## src/rtl/detector_jogada.sv

```systemverilog
// Turns the raw player switches into one clean play event: synchronize, debounce,
// check for exactly one key, latch the code and pulse jogada_feita (or invalida).
module detector_jogada #(
    parameter int DEBOUNCE_CYCLES = 50000
) (
    input  logic       clock,
    input  logic       reset,
    input  logic       enable,
    input  logic [3:0] chaves,
    output logic       jogada_feita,
    output logic [3:0] jogada,
    output logic       invalida,
    output logic [3:0] db_estado
);

    localparam int CW = (DEBOUNCE_CYCLES > 1) ? $clog2(DEBOUNCE_CYCLES) : 1;
    localparam logic [CW-1:0] CONT_MAX = CW'(DEBOUNCE_CYCLES - 1);

    localparam logic [1:0] OCIOSO         = 2'd0;
    localparam logic [1:0] FILTRANDO      = 2'd1;
    localparam logic [1:0] DETECTADO      = 2'd2;
    localparam logic [1:0] AGUARDA_SOLTAR = 2'd3;

    logic [3:0]    sinc_ff;
    logic [3:0]    sinc;
    logic [3:0]    amostra;
    logic [CW-1:0] cont;
    logic [1:0]    estado;
    logic          um_quente;

    assign um_quente = (amostra != 4'd0) && ((amostra & (amostra - 4'd1)) == 4'd0);

    always_ff @(posedge clock) begin
        if (!reset) begin
            sinc_ff <= 4'd0;
            sinc    <= 4'd0;
        end else begin
            sinc_ff <= chaves;
            sinc    <= sinc_ff;
        end
    end

    // Reset parks the FSM in AGUARDA_SOLTAR so a key held through reset must be released first.
    always_ff @(posedge clock) begin
        if (!reset) begin
            estado  <= AGUARDA_SOLTAR;
            amostra <= 4'd0;
            cont    <= '0;
            jogada  <= 4'd0;
        end else begin
            case (estado)
                OCIOSO: begin
                    if (sinc != 4'd0 && enable) begin
                        amostra <= sinc;
                        cont    <= '0;
                        estado  <= FILTRANDO;
                    end
                end
                FILTRANDO: begin
                    if (sinc == 4'd0) begin
                        estado <= OCIOSO;
                    end else if (sinc != amostra) begin
                        amostra <= sinc;
                        cont    <= '0;
                    end else if (cont == CONT_MAX) begin
                        estado <= DETECTADO;
                        if (um_quente)
                            jogada <= amostra;
                    end else begin
                        cont <= cont + 1'b1;
                    end
                end
                DETECTADO: begin
                    cont   <= '0;
                    estado <= AGUARDA_SOLTAR;
                end
                default: begin
                    if (sinc != 4'd0) begin
                        cont <= '0;
                    end else if (cont == CONT_MAX) begin
                        estado <= OCIOSO;
                    end else begin
                        cont <= cont + 1'b1;
                    end
                end
            endcase
        end
    end

    assign jogada_feita = (estado == DETECTADO) &&  um_quente;
    assign invalida     = (estado == DETECTADO) && !um_quente;
    assign db_estado    = {2'b00, estado};

endmodule

```

## config.mk

```make
export PLATFORM = sky130hd
export DESIGN_NAME = detector_jogada
export DESIGN_NICKNAME = d
export VERILOG_FILES = /design/src/rtl/detector_jogada.sv
export SDC_FILE = /design/constraint.sdc
export NUM_CORES = 1
export LEC_CHECK = 0
export ABC_AREA = 1
export CAP_MARGIN = 30
export CORE_UTILIZATION = 35
export CTS_BUF_LIST = sky130_fd_sc_hd__clkbuf_4
export DETAILED_ROUTE_END_ITERATION = 6
export HOLD_SLACK_MARGIN = 0.1
export SYNTH_ARGS = -nofsm -noshare
export SYNTH_HDL_FRONTEND = slang
export SYNTH_SLANG_ARGS = --single-unit
```

## constraint.sdc

```tcl
create_clock -name clock -period 1.55 [get_ports clock]
set_input_delay 0.155 -clock clock [delete_from_list [all_inputs] [get_ports clock]]
set_output_delay 0.155 -clock clock [all_outputs]
set_load 0.05 [all_outputs]
```

==> results.cfg <==
[synthesis]
netlist_area_mm2 = 0.001844
syn_area_per_cell_um2 = 6.517
seq_area_frac_synth = 0.3691
ys_types = 30
ys_ff_latch = 34
yosys_warnings = 0
synthCells = 283

[setup_path]
crit_arrival_ns = 1.42
critPathTopFamily = flip-flops
max_stage_delay_ns = 0.38
cp_num_buf_inv = 3
worst_path_most_repeated_cell = o21ai_2
critical_path_required_ns = 1.39
critPathSlowestCell = dfxtp_4
path_cells = nand2_1 -> inv_1 -> o21ai_2 -> o21ai_2 -> buf_4 -> nor2_4 -> buf_12
timing.critical_path.fanout_max = 5
start_kind = flop
worst_setup_path_end_kind = output pin
crit_type = reg -> out

[flow_run]
cap_violations = 0

[sta]
fmax_ghz = 0.6351
rsz0062_at_grt = yes
finalWorstSetupSlack_ns = -0.02452
finalClockSkew_ns = 0.01341
setup-tns-final_ns = -0.03182
min_period_ns = 1.575
whs_ns = 0.3416
hold_viol_final = 0
finalCritPeriodShare = 1.016
slew_violations = 0
setup_viol = 2

[finish]
fin_cells = 397
final_area_mm2 = 0.002624
antennaDiodeCount = 0
drive_gt1_frac = 0.3884
nets = 334
final_util = 0.5170
area_delta_synth_final_pct = 42.27

[global_routing]
grt_pass1_wl_um = 6679
first_global_vias = 1551
antenna_found_initial = 0
grt_max_degree = 20
grt_overflow_total = 0
grt_usage = 0.1563

[clocking]
clk_pin_slew_ns = 0.11
cts_root_buffer = clkbuf_4
cts_tree = built
ctsHoldBuffers = 0
cts_inserted_buffers = 5
cts_buffer_depth = 2
h-tree-depth = 2
clock_latency_ns = 0.34
cts_sinks = 34

[power_and_ir_drop]
power.density_mw_per_mm2 = 583.3
p_leak_nw = 1.207
ir_worst_vdd_mv = 0.3727
fin_total_pwr_mw = 1.530

[drt]
avgViaCountPerCell = 4.494
via_count = 1784
drt_wl_total_um = 4204
first_pass_iters = 4
wire_per_inst_um = 10.59
drc = 0
final_antenna_net_count = 0
drtIter0Drc = 67

[worst_hold_path]
hold_class = in -> reg

[place]
gp_congestion = 0.8158
pre_cts_slack_ns = -0.02866
placed_cells = 375
dp_hpwl_um = 2819
portBuffers = 14
placed_area_mm2 = 0.002155

[floorplan]
dieArea_mm2 = 0.005564
core-area_mm2 = 0.005075
ios = 17
initial_core_util = 0.3634
rows = 26
die_x_um = 74.59
die_h_um = 74.59

[status]
outcome = complete, but fails checks
violations = setup timing
cell usage in the layout (no fill, tap or decap), drive strengths merged:
master and n:
nor3 7, dfxtp 34, nor2 60, o21ai 11
ha 1, conb 2, xor2 2, a21oi 6
nor3b 1, clkinvlp 1, o2111ai 1, xnor2 3
inv 46, clkbuf 6, nand2 82, clkdlybuf4s50 6
nand4 10, nand3 11, clkinv 5, buf 32
what timing repair did:
action | CTS | global route
gates cloned | 1 | 1
buffers inserted | 8 | 5
endpoints found under the setup margin | 11 | 27
pin swaps | 9 | 22
resized for setup | 32 | 64
routing by layer:
| layer | wire length (µm) | share of wire | GRT usage | vias up |
|---|---|---|---|---|
| met1 | 1955 | 0.47 | 0.2041 | 797 |
| met3 | 152 | 0.036 | 0.03794 | 6 |
| met5 | 0 | 0 | 0 | - |
| li1 | - | - | - | 952 |
| met2 | 2042 | 0.49 | 0.2533 | 29 |
| met4 | 54 | 0.013 | 0.05031 | 0 |
flip-flops by register name, summed over array words and instances, names as in the netlist:
name / flops
amostra: 4
jogada: 4
sinc_ff: 4
cont: 16
estado: 2
sinc: 4
kinds of logic (layout without fill, tap and decap cells):
logic type      Yosys count  count (layout)  share of synthesized area
simple gates            171             171                     0.4274
compound gates           18              18                    0.05495
other cells               1               2                   0.002033
buf+inv                  53              96                     0.1160
xor+xnor                  5               5                    0.02375
fa+ha+maj                 1               1                   0.006783
flops                    34              34                     0.3691
cell usage after synthesis:
| cell | number | share of area |
|---|---|---|
| xor2_1 | 2 | 0.0095 |
| nor3b_1 | 1 | 0.0041 |
| clkinv_1 | 1 | 0.0020 |
| buf_6 | 1 | 0.0061 |
| a21oi_2 | 2 | 0.0095 |
| conb_1 | 1 | 0.0020 |
| nand2_1 | 75 | 0.15 |
| ha_1 | 1 | 0.0068 |
| buf_1 | 1 | 0.0020 |
| nor2_4 | 1 | 0.0061 |
| buf_4 | 2 | 0.0081 |
| dfxtp_1 | 34 | 0.37 |
| o21ai_0 | 7 | 0.019 |
| nand4_2 | 3 | 0.020 |
| inv_2 | 6 | 0.012 |
| nand3_2 | 3 | 0.016 |
| xnor2_1 | 3 | 0.014 |
| a21oi_1 | 4 | 0.011 |
| o21ai_1 | 4 | 0.011 |
| nand2_4 | 3 | 0.018 |
| nor2_2 | 4 | 0.014 |
| nor3_4 | 1 | 0.0088 |
| inv_1 | 41 | 0.083 |
| nor3_1 | 6 | 0.016 |
| clkbuf_1 | 1 | 0.0020 |
| nand4_1 | 7 | 0.024 |
| nand3_1 | 8 | 0.022 |
| o2111ai_1 | 1 | 0.0047 |
| nor2_1 | 55 | 0.11 |
| nand2_2 | 4 | 0.014 |
final timing paths:
| kind | from | end | slack [ns] | cells past startpoint |
|---|---|---|---|---|
| worst max-delay path | amostra[2] | jogada_feita | -0.02 | 7 |
| worst min-delay path | chaves[3] | sinc_ff[3] | 0.34 | 3 |
| worst max register to register | cont[10] | cont[0] | 0.05 | 10 |
| worst min register to register | sinc_ff[0] | sinc[0] | 0.41 | 2 |
power by group:
| group | leakage, nW | total [mW] | switching, mW | internal [mW] |
|---|---|---|---|---|
| combinational | 0.895 | 0.154 | 0.0876 | 0.0665 |
| clock | 0.0286 | 0.488 | 0.320 | 0.169 |
| sequential | 0.283 | 0.888 | 0.00971 | 0.878 |
worst reg2reg max path, stage by stage, from the launching register on:
cell	delay (ns)
dfxtp_1	0.34
inv_1	0.14
nand2_1	0.07
nor2_1	0.10
nand2_1	0.10
nor2_4	0.15
nor2_4	0.08
buf_6	0.14
buf_6	0.11
xnor2_2	0.12
nor2_1	0.10
layout make-up:
cell class	instances	area, µm²
Multi-Input combinational cell	197	1194
Timing Repair inverter	1	5.005
Clock inverter	3	16.27
Timing Repair Buffer	39	377.9
Sequential cell	34	718.2
Fill cell	499	2451
Clock buffer	5	37.54
Tap cell	70	87.58
Inverter	48	187.7
Note: power is estimated with default switching activity, not from simulation.
